**src/rtl/traffic_light_ctrl.sv**
```systemverilog
// traffic_light_ctrl: timed two-approach intersection controller.
// Sequences NS/EW heads through green, yellow and all-red clearance,
// with a fault-driven flashing-yellow mode. Lamp outputs are registered
// so they change only on the clock edge that updates the state.
// Optional feature macro: TL_PED_EN enables the latched pedestrian walk phase.
module traffic_light_ctrl #(
  parameter int CNT_W       = 8,
  parameter int GREEN_CYC   = 16,
  parameter int YELLOW_CYC  = 4,
  parameter int ALL_RED_CYC = 2,
  parameter int PED_CYC     = 8,
  parameter int FLASH_CYC   = 2
) (
  input  logic       clk,
  input  logic       rst,
  input  logic       tick,
  input  logic       ped_req,
  input  logic       fault,
  output logic       ns_red,
  output logic       ns_yellow,
  output logic       ns_green,
  output logic       ew_red,
  output logic       ew_yellow,
  output logic       ew_green,
  output logic       walk,
  output logic       ped_pending,
  output logic [2:0] phase
);

  typedef enum logic [2:0] {
    ALL_RED_B = 3'd0,
    NS_GREEN  = 3'd1,
    NS_YELLOW = 3'd2,
    ALL_RED_A = 3'd3,
    EW_GREEN  = 3'd4,
    EW_YELLOW = 3'd5,
    PED_WALK  = 3'd6,
    FLASH     = 3'd7
  } state_t;

  localparam logic [CNT_W-1:0] ONE      = CNT_W'(1);
  localparam logic [CNT_W-1:0] LD_FLASH = CNT_W'(FLASH_CYC - 1);

  // Lamp vector order: {ns_red, ns_yellow, ns_green, ew_red, ew_yellow, ew_green}
  localparam logic [5:0] LAMPS_ALL_RED = 6'b100_100;

  state_t           state, state_nx;
  logic [CNT_W-1:0] timer, timer_nx;
  logic             flash, flash_nx;
  logic             ped_go;
  logic [5:0]       lamps, lamps_nx;

  // Timer reload value (duration - 1) for the phase being entered.
  function automatic logic [CNT_W-1:0] dur_m1(input state_t s);
    logic [CNT_W-1:0] d;
    case (s)
      NS_GREEN, EW_GREEN:   d = CNT_W'(GREEN_CYC - 1);
      NS_YELLOW, EW_YELLOW: d = CNT_W'(YELLOW_CYC - 1);
      PED_WALK:             d = CNT_W'(PED_CYC - 1);
      FLASH:                d = CNT_W'(FLASH_CYC - 1);
      default:              d = CNT_W'(ALL_RED_CYC - 1);
    endcase
    return d;
  endfunction

  // Lamp decode of a state; in FLASH only the yellows are lit, following the flash bit.
  function automatic logic [5:0] lamp_decode(input state_t s, input logic fl);
    logic [5:0] l;
    case (s)
      NS_GREEN:  l = 6'b001_100;
      NS_YELLOW: l = 6'b010_100;
      EW_GREEN:  l = 6'b100_001;
      EW_YELLOW: l = 6'b100_010;
      FLASH:     l = {1'b0, fl, 1'b0, 1'b0, fl, 1'b0};
      default:   l = LAMPS_ALL_RED;
    endcase
    return l;
  endfunction

  // Next-state, timer and flash-bit logic; fault has priority over timer expiry.
  always_comb begin
    state_nx = state;
    timer_nx = timer;
    flash_nx = flash;
    if (fault) begin
      if (state != FLASH) begin
        state_nx = FLASH;
        timer_nx = LD_FLASH;
        flash_nx = 1'b0;
      end else if (tick) begin
        if (timer == '0) begin
          flash_nx = ~flash;
          timer_nx = LD_FLASH;
        end else begin
          timer_nx = timer - ONE;
        end
      end
    end else if (state == FLASH) begin
      // Fault released: restart from a full all-red clearance.
      state_nx = ALL_RED_B;
      timer_nx = dur_m1(ALL_RED_B);
      flash_nx = 1'b0;
    end else if (tick) begin
      if (timer != '0) begin
        timer_nx = timer - ONE;
      end else begin
        case (state)
          ALL_RED_B: state_nx = NS_GREEN;
          NS_GREEN:  state_nx = NS_YELLOW;
          NS_YELLOW: state_nx = ALL_RED_A;
          ALL_RED_A: state_nx = EW_GREEN;
          EW_GREEN:  state_nx = EW_YELLOW;
          EW_YELLOW: state_nx = ped_go ? PED_WALK : ALL_RED_B;
          default:   state_nx = ALL_RED_B;
        endcase
        timer_nx = dur_m1(state_nx);
      end
    end
  end

  // State, timer and flash-bit registers; reset wins over fault.
  always_ff @(posedge clk) begin
    if (rst) begin
      state <= ALL_RED_B;
      timer <= dur_m1(ALL_RED_B);
      flash <= 1'b0;
    end else begin
      state <= state_nx;
      timer <= timer_nx;
      flash <= flash_nx;
    end
  end

  assign lamps_nx = lamp_decode(state_nx, flash_nx);

  // Registered lamp drivers, updated on the same edge as the state.
  always_ff @(posedge clk) begin
    if (rst) lamps <= LAMPS_ALL_RED;
    else     lamps <= lamps_nx;
  end

  assign {ns_red, ns_yellow, ns_green, ew_red, ew_yellow, ew_green} = lamps;
  assign phase = state;

`ifdef TL_PED_EN
  logic pend, pend_nx, walk_q;

  assign ped_go = pend;

  // Request latch: cleared on PED_WALK entry, where a same-cycle request is dropped.
  always_comb begin
    pend_nx = pend;
    if (state_nx == PED_WALK && state != PED_WALK) pend_nx = 1'b0;
    else if (ped_req)                              pend_nx = 1'b1;
  end

  // Pending-request and walk-lamp registers.
  always_ff @(posedge clk) begin
    if (rst) begin
      pend   <= 1'b0;
      walk_q <= 1'b0;
    end else begin
      pend   <= pend_nx;
      walk_q <= (state_nx == PED_WALK);
    end
  end

  assign ped_pending = pend;
  assign walk        = walk_q;
`else
  logic unused_ped_req;

  assign unused_ped_req = ped_req;
  assign ped_go         = 1'b0;
  assign ped_pending    = 1'b0;
  assign walk           = 1'b0;
`endif

endmodule

```
**config.mk**
```make
export PLATFORM = sky130hd
export DESIGN_NAME = traffic_light_ctrl
export DESIGN_NICKNAME = d
export VERILOG_FILES = /design/src/rtl/traffic_light_ctrl.sv
export SDC_FILE = /design/constraint.sdc
export NUM_CORES = 1
export LEC_CHECK = 0
export ABC_AREA = 1
export ABC_CLOCK_PERIOD_IN_PS = 3030
export BUFFER_PORTS_ARGS = -buffer_cell sky130_fd_sc_hd__buf_4
export CORE_MARGIN = 2
export CORE_UTILIZATION = 37
export DETAILED_ROUTE_END_ITERATION = 12
export PLACE_DENSITY_LB_ADDON = 0.2
export SETUP_SLACK_MARGIN = 0.05
export SLEW_MARGIN = 20
export SYNTH_ARGS = -nofsm -noshare
export SYNTH_HDL_FRONTEND = slang
export SYNTH_SLANG_ARGS = --single-unit
```
**constraint.sdc**
```tcl
create_clock -name clk -period 3.03 [get_ports clk]
set_clock_uncertainty 0.05 [all_clocks]
set_input_delay 0.1515 -clock clk [delete_from_list [all_inputs] [get_ports clk]]
set_output_delay 0.1515 -clock clk [all_outputs]
set_load 0.1 [all_outputs]
```
==> flow_summary.ini <==
[setup_path]
cp-end-kind = register
reg2regPathDepth = 11
start_kind = register
required_ps = 3180
path_class = reg2reg
arrival_ps = 1960
cp_max_fo = 7
reg2reg_from = timer[0]$_SDFFE_PP1P_
reg2reg_to = lamps[5]$_SDFF_PP1_
r2r_slack_ps = 1220

[die]
initial_core_util_pct = 38.5
rows = 20
dieWidth_um = 59.9
pin_count = 16
die_h_um = 59.9
fp.dieArea_um2 = 3580
coreArea_um2 = 3000

[layout]
final_cell_mix = nand2_1, inv_1, dfxtp_1
final_cell_area_um2 = 1300
area_growth_pct = 12.9
layout-drive-gt1-share_pct = 33.3
final_nets = 173
layout_commonest_cell = nand2_1
nFillCells = 324
num_antenna_cells = 0

[yosys]
ys_types = 34
ys_seq_elements = 18
synthCells = 152
async_flop_share_pct = 0
ys.warnings.count = 0
synth_edf_count = 0
netlist_area_um2 = 1150
synth_seq_area_share_pct = 31.2
synth_ff_type = dfxtp_1
syn_area_per_cell_um2 = 7.60

[grt]
grt_max_degree = 17
grt_pass1_vias = 914
grt_antenna_before_repair = 0
overflow = 0
track_usage_pct = 14.7
grt_pass1_wl_um = 3980

[clocking]
post_cts_buffers = 0
cts-root-buf = clkbuf_4
path_clk_slew_ps = 110
cts.sinks = 18
cts-resized-gates = 0
htree_levels = 1
cts_buffer_depth = 2
numCtsBuffers = 3
clk_latency_ps = 290
cts_tree = built
postCtsHoldBufs = 0

[placement]
io_buffer_count = 12
dp_hpwl_um = 1820
globalplace.congestion = 0.801
dpl_cell_area_um2 = 1270

[detailed_routing]
drc = 0
via_per_inst = 4.87
met1_length_um = 951
antenna_left = 0
wl_um = 2250
wl_per_cell_um = 11.4
wl_met3_um = 73
first_pass_iters = 4
drt_iter0_drc = 21
vias = 964
dr.max_layer_used = met4
met2WireLength_um = 1210

[pwr]
ir_worst_vdd_v = 0.000307
p_per_area_nw_per_um2 = 485
power.leakage_nw = 0.582

[worst_hold_path]
hold_path.class = in2reg
min_delay_path_depth = 2
whs_endpoint = flash$_SDFF_PP0_
hold_start = rst

[timing]
fin_crit_ps = 1810
setup_viol = 0
timing.setup.tns_ps = 0
rsz0062_at_grt = false
fmax_mhz = 552
period_share_pct = 59.8
slew_viol_final = 0
hold_viol = 0

[status]
status = finished clean

[flow_run]
max_cap_viol_count = 0
## report_power, final
group | switching (W) | total, W | leakage (nW) | internal (W)
combinational | 0.000164 | 0.000220 | 0.413 | 0.0000561
sequential | 0.0000108 | 0.000261 | 0.147 | 0.000250
clock | 0.0000784 | 0.000152 | 0.0210 | 0.0000733
total | 0.000253 | 0.000632 | 0.582 | 0.000379
## area by class of cell
| class | count | area (um2) | share of cell area (%) |
|---|---|---|---|
| Multi-Input combinational cell | 104 | 669 | 51.3 |
| Timing Repair Buffer | 12 | 90.1 | 6.91 |
| Inverter | 27 | 106 | 8.16 |
| Clock buffer | 4 | 36.3 | 2.78 |
| Sequential cell | 18 | 360 | 27.6 |
| Tap cell | 33 | 41.3 | 3.17 |
## per-stage QoR
| stage | worst slack (ps) | utilization, % | cells | total power (W) | hold WS [ps] |
|---|---|---|---|---|---|
| finish | 1220 | 43.4 | 198 | 0.000632 | 97.4 |
| global route | 1050 | 43.4 | 198 | 0.000672 | 92.7 |
| CTS | 1180 | 43.4 | 198 | 0.000640 | 90.3 |
| detailed placement | 1210 | 42.2 | 194 | 0.000488 | 412 |
| global placement | 1280 | 42.2 | 194 | 0.000483 | 409 |
| floorplan | 856 | - | 153 | 0.000448 | 282 |
## metal layers
metal / track usage (%) / vias to the layer above
li1: - / 502
met1: 17.1 / 450
met2: 26.1 / 10
met3: 4.55 / 2
met4: 3.81 / 0
met5: 0 / -
## worst max-delay path, stage by stage, from the launching register on
cell	delay (ps)
dfxtp_1	310
inv_1	130
ha_1	200
nand3_1	190
nor2_8	220
nand3b_2	120
nand3_2	100
nand2_2	60
nor2_2	120
nand2_1	90
nand3_1	80
nand2_1	50
## worst max path at each step
stage / cells past startpoint / start / slack, ps / end
5_1_grt: 11 / timer[0]$_SDFFE_PP1P_ / 1050 / lamps[5]$_SDFF_PP1_
3_5_place_dp: 11 / timer[0]$_SDFFE_PP1P_ / 1210 / lamps[5]$_SDFF_PP1_
4_1_cts: 11 / timer[0]$_SDFFE_PP1P_ / 1180 / lamps[5]$_SDFF_PP1_
6_report: 11 / timer[0]$_SDFFE_PP1P_ / 1220 / lamps[5]$_SDFF_PP1_
3_3_place_gp: 11 / timer[0]$_SDFFE_PP1P_ / 1280 / lamps[5]$_SDFF_PP1_
2_1_floorplan: 9 / phase[1]$_SDFF_PP0_ / 860 / timer[7]$_SDFFE_PP0P_
## cells in the mapped netlist (all sizes together) (3+ instances only)
cell / instances / area share [%]
nand3: 16 / 11
nand2: 30 / 13
dfxtp: 18 / 31
a21oi: 12 / 5.5
nor3: 4 / 3.0
o21ai: 6 / 2.9
inv: 25 / 8.1
xor2: 3 / 3.9
nor2: 22 / 11
## logic make-up after synthesis
| group | count (synthesis) | share of synthesized area, % |
|---|---|---|
| other | 1 | 0.325 |
| buffers and inverters | 31 | 11.2 |
| AND/OR/NAND/NOR | 75 | 40.3 |
| flip-flops | 18 | 31.2 |
| XOR/XNOR | 3 | 3.90 |
| adder cells (fa/ha/maj) | 2 | 2.17 |
| AO/OA/AOI/OAI | 22 | 10.9 |
## flip-flops by register name (all words and copies together), names as in the netlist
register and count:
phase 3, lamps 6, timer 8, flash 1
(Power assumes the default switching activity.)
